**src/rtl/ascon_share_loader.sv**
```systemverilog
// ascon_share_loader
//   Byte-lane serial loader and result serializer for one masked Ascon field.
//   The loader deserializes NS share streams (share 0 = data, 1..NS-1 = masks)
//   of one LEN-bit field over a valid/ready handshake, then presents them
//   in parallel until the core signals consume. The serializer captures the
//   core result (or a random substitute when unauthenticated) and streams it
//   out least-significant lane first.
//
// Parameters
//   LEN : field length in bits (multiple of W, >= W)
//   W   : lane width in bits per beat
//   NS  : number of shares
//
// Ports
//   clk, rst           : clock, synchronous active-high reset
//   in_valid_i/in_ready_o/in_data_i : input beat handshake, one lane per share
//   fields_o, loaded_o : assembled shares (share s at [s*LEN +: LEN]), full flag
//   consume_i          : core took the fields; rearm the loader
//   out_load_i, res_data_i, res_ok_i, rand_data_i : result capture
//   out_valid_o/out_ready_i/out_data_o/out_last_o : output beat handshake

// One share shift register: new lane enters at bit 0, so the first beat
// ends up most significant.
module ascon_share_lane #(
   parameter int LEN = 128,
   parameter int W   = 8
) (
   input  logic           clk,
   input  logic           rst,
   input  logic           shift_i,
   input  logic [W-1:0]   lane_i,
   output logic [LEN-1:0] share_o
);
   logic [LEN-1:0] share_q;

   always_ff @(posedge clk) begin
      if (rst)          share_q <= '0;
      else if (shift_i) share_q <= (share_q << W) | LEN'(lane_i);
   end

   assign share_o = share_q;
endmodule

module ascon_share_loader #(
   parameter int LEN = 128,
   parameter int W   = 8,
   parameter int NS  = 5
) (
   input  logic            clk,
   input  logic            rst,
   input  logic            in_valid_i,
   input  logic [NS*W-1:0] in_data_i,
   output logic            in_ready_o,
   output logic [NS*LEN-1:0] fields_o,
   output logic            loaded_o,
   input  logic            consume_i,
   input  logic            out_load_i,
   input  logic [LEN-1:0]  res_data_i,
   input  logic            res_ok_i,
   input  logic [LEN-1:0]  rand_data_i,
   output logic            out_valid_o,
   output logic [W-1:0]    out_data_o,
   input  logic            out_ready_i,
   output logic            out_last_o
);
   localparam int BEATS = LEN / W;
   localparam int CW    = $clog2(BEATS + 1);

   typedef enum logic { FILL, FULL } ld_state_e;
   typedef enum logic { IDLE, SEND } sr_state_e;

   ld_state_e      ld_state_q;
   logic [CW-1:0]  ld_cnt_q;
   sr_state_e      sr_state_q;
   logic [CW-1:0]  sr_cnt_q;
   logic [LEN-1:0] sreg_q;

   logic accept;
   assign accept = (ld_state_q == FILL) && in_valid_i;

   // ---------------- loader ----------------
   for (genvar s = 0; s < NS; s++) begin : g_share
      ascon_share_lane #(.LEN(LEN), .W(W)) u_lane (
         .clk     (clk),
         .rst     (rst),
         .shift_i (accept),
         .lane_i  (in_data_i[s*W +: W]),
         .share_o (fields_o[s*LEN +: LEN])
      );
   end

   always_ff @(posedge clk) begin
      if (rst) begin
         ld_state_q <= FILL;
         ld_cnt_q   <= '0;
      end else begin
         case (ld_state_q)
            FILL: if (in_valid_i) begin
               ld_cnt_q <= ld_cnt_q + CW'(1);
               if (ld_cnt_q == CW'(BEATS - 1)) ld_state_q <= FULL;
            end
            // Shares are kept as-is on consume; the next load shifts them out.
            FULL: if (consume_i) begin
               ld_state_q <= FILL;
               ld_cnt_q   <= '0;
            end
            default: ld_state_q <= FILL;
         endcase
      end
   end

   assign in_ready_o = (ld_state_q == FILL);
   assign loaded_o   = (ld_state_q == FULL);

   // ---------------- serializer ----------------
   // The mux selects before capture, so an unauthenticated result never
   // reaches the shift register.
   always_ff @(posedge clk) begin
      if (rst) begin
         sr_state_q <= IDLE;
         sr_cnt_q   <= '0;
         sreg_q     <= '0;
      end else begin
         case (sr_state_q)
            IDLE: if (out_load_i) begin
               sreg_q     <= res_ok_i ? res_data_i : rand_data_i;
               sr_cnt_q   <= '0;
               sr_state_q <= SEND;
            end
            SEND: if (out_ready_i) begin
               sreg_q   <= sreg_q >> W;
               sr_cnt_q <= sr_cnt_q + CW'(1);
               if (sr_cnt_q == CW'(BEATS - 1)) sr_state_q <= IDLE;
            end
            default: sr_state_q <= IDLE;
         endcase
      end
   end

   // sreg drains to zero after the last beat, so out_data is 0 while idle.
   assign out_valid_o = (sr_state_q == SEND);
   assign out_data_o  = sreg_q[W-1:0];
   assign out_last_o  = (sr_state_q == SEND) && (sr_cnt_q == CW'(BEATS - 1));
endmodule

```
**config.mk**
```make
export PLATFORM = sky130hd
export DESIGN_NAME = ascon_share_loader
export DESIGN_NICKNAME = d
export VERILOG_FILES = /design/src/rtl/ascon_share_loader.sv
export SDC_FILE = /design/constraint.sdc
export NUM_CORES = 2
export LEC_CHECK = 0
export ABC_AREA = 1
export BUFFER_PORTS_ARGS = -buffer_cell sky130_fd_sc_hd__buf_2
export CAP_MARGIN = 20
export CORE_AREA = 2 2 369 371
export CTS_BUF_LIST = sky130_fd_sc_hd__clkbuf_4
export CTS_CLUSTER_DIAMETER = 100
export DETAILED_ROUTE_END_ITERATION = 10
export DIE_AREA = 0 0 371 373
export GPL_TIMING_DRIVEN = 0
export PLACE_DENSITY_LB_ADDON = 0.25
export SETUP_SLACK_MARGIN = 0.2
export SLEW_MARGIN = 20
export SYNTH_ARGS = -nofsm -noshare
export SYNTH_HDL_FRONTEND = slang
export SYNTH_SLANG_ARGS = --single-unit
```
**constraint.sdc**
```tcl
create_clock -name clk -period 1.3 [get_ports clk]
set_clock_uncertainty 0.05 [all_clocks]
set_input_delay 0.13 -clock clk [delete_from_list [all_inputs] [get_ports clk]]
set_output_delay 0.13 -clock clk [all_outputs]
set_load 0.05 [all_outputs]
```
==> run metrics <==
Switch Pwr=24.3 mW; Slew HR=0.381; CTS tree=built; drt pass-1 iters=6; vias in the first global route=~39k; WP data required=roughly 1100 ps; initial drt markers=2,609; run status=finished, violations left; Switching Fraction=0.344; Slew Viols, Final=0; Hold Path Cell Cnt=6; Slowest-stage cell, CP=dfxtp_2; Final Hold Vio Count=0; Synth Area per Inst=7.19 sq um; Std-Cell Rows=135; Core Region=135,000 sq um; Hold Crit Start=out_ready_i; drt wl/cell=20.3 um; WL met2=83,500 um; H-tree levels=4; Reg2Reg Depth=14; io pins=955; clock sinks=780; overall die height=373 um; Reg-to-Reg Start=loaded_o$_SDFF_PP0_; DP Worst Slack=-1240 ps; Routed Antenna Nets=0; Yosys reg bits=780; achievable clock frequency=404 MHz; CTS max path bufs=3; fraction of layout cells with a size suffix above 1=0.403; Final min period=between 2000 and 2500 ps; final setup violation count=1,431; CP endpoint kind=output pin; gr ovfl total=0; WL met1=68,300 um; worst hold path type=in -> reg; initial antenna violation count=17; clk root buf=clkbuf_4; unrepaired setup endpoints after global routing=yes; top post-synthesis cells by area=dfxtp_1 50%, nor2_1 16%, o21ai_0 10%, nand2_1 6.1%, inv_1 3.1%; Area after DPL=approximately 39,000 sq um; final worst slack=-1180 ps; Top Family by Delay on Critical Path=flip-flops; # nets final=7,030; CTS Buf Count=218; Critical Path AT=2300 ps; worst-skew pair later-pin latency=1190 ps; Area growth syn-to-layout=99.9%; Seq pwr share=0.388; CP max stage delay=around 350 ps; highest metal layer with signal wires=met4; Static Leak=28.6 nW; Worst VDD drop=between 0.0008 and 0.0009 V; critical path fanouts, max=2; crit path kind=reg -> out; clk slew on worst S/H paths=70 ps; GP Congestion=0.916; final wirelength=177,000 um; CP cell instances=ha_4, inv_2, nor3_2, ha_2, nand2_2, clkinvlp_4, buf_8; sequential element share of the synthesized area=0.496; Crit. path cell count=7; first-pass GRT wire length=247,000 um; die area=138,000 sq um; failing checks=negative setup slack; Distinct cells, synth=23; power density cells=between 1000 and 1500 nW/um^2; P_int=46.3 mW; Vias=a little under 40k; share of Yosys cell area claimed by the top area cell type=0.496; Post-Synthesis Cells=4,376; Final HPWL DP=115,000 um; Hold Slack=168 ps; metal3 WL=16,300 um; YS warnings=0; startpoint types=flop; post-synth net total=4,683; design area=62,900 sq um; max_cap viols=0; mapped cell area=roughly 31,000 sq um; chip width=371 um; Critical Path Start=sr_cnt_q[0]$_SDFFE_PP0P_; Comb power frac=0.284; clock share of power=0.328; leading area contributor after synthesis=dfxtp_1; Worst Path Buf+Inv=3; Starting Density=0.234; Port Buffer Count=around 950; Total GRT Usage=0.237; largest net degree at the start of global routing=19; period utilization=1.90; DRC=0; Slew @ Worst Pin=928 ps; Via density=4.57
-- cells in the mapped netlist (all sizes together) --
library cell / number
a21boi: 120
a21oi: 138
buf: 158
clkbuf: 188
dfxtp: 780
ha: 4
inv: 265
nand2: 512
nand3: 133
nand3b: 120
nor2: 1304
nor3: 3
o21ai: 648
or2: 3
-- registers in the layout, indices dropped and copies added, names as in the netlist --
| signal | count |
|---|---|
| ld_cnt_q | 5 |
| loaded_o | 1 |
| sr_cnt_q | 5 |
| g_share.u_lane.share_o | 640 |
| out_valid_o | 1 |
| sreg_q | 128 |
-- cells in the final DEF, fill, tap and decap left out, types with 131 or more instances in the layout --
cell,n
buf_12,141
buf_2,379
buf_4,390
buf_8,552
clkbuf_1,131
clkbuf_4,342
dfxtp_2,340
dfxtp_4,310
dlygate4sd3_1,740
inv_1,260
nand2_1,508
nor2_1,1302
o21ai_0,477
-- power groups by stage --
stage / combinational [mW] / sequential (mW) / clock (mW)
2_1_floorplan: 4.27 / 31.5 / 0
3_3_place_gp: 12.6 / 27.5 / 0
3_5_place_dp: 12.7 / 27.5 / 0
4_1_cts: 17.9 / 27.2 / 23.9
5_1_grt: 21.1 / 27.6 / 25.2
6_report: 20.0 / 27.4 / 23.2
-- what timing repair did --
action                                  4_1_cts  5_1_grt
hold buffers                                740        0
endpoints found under the setup margin     1432     1432
pin swaps                                    71       48
buffers inserted                            319       84
hold endpoints to repair                    780        0
gates resized for setup                    2342     1723
gates cloned                                 17       12
-- path summary, 6_finish.rpt --
path                                                     end  slack, ps
setup / recovery                                  out_last_o      -1180
setup reg to reg  g_share[3].u_lane.share_o[34]$_SDFFE_PP0P_       -790
hold reg to reg                     sr_cnt_q[4]$_SDFFE_PP0P_        420
hold / removal                        out_valid_o$_SDFF_PP0_        170
-- tightest hold or removal path, stage by stage --
cell and delay [ps]:
dlygate4sd3_1 510, buf_2 160, nand2_8 100, buf_6 170, inv_1 140, a21oi_1 90
-- layer usage --
layer | GRT usage | vias up
met5 | 0 | -
met4 | 0.112 | 0
met3 | 0.0833 | 458
met2 | 0.394 | 1739
met1 | 0.270 | 18729
li1 | - | 18769
-- metrics by stage --
stage	utilization	TNS, ps	cells	power, mW
6_report	0.467	-780470	8689	70.7
5_1_grt	0.467	-962760	8686	73.9
4_1_cts	0.432	-1033770	8575	69.1
3_5_place_dp	0.286	-690920	7112	40.2
3_3_place_gp	0.286	-687650	7111	40.1
2_1_floorplan	-	-180600	4376	35.7
-- logic make-up after synthesis --
logic type      synth area share
simple gates               0.268
compound gates             0.154
flops                      0.496
buf+inv                   0.0808
fa+ha+maj                0.00159
-- final cells by class --
type	count	area, sq um
Inverter	265	1010
Clock buffer	337	2530
Multi-Input combinational cell	2985	14100
Buffer	346	2510
Timing Repair Buffer	2127	23100
Antenna cell	18	45.0
Sequential cell	780	17200
Tap cell	1781	2230
Clock inverter	50	275
Fill cell	12482	71700
No activity file was read; power rests on OpenSTA's default activity.
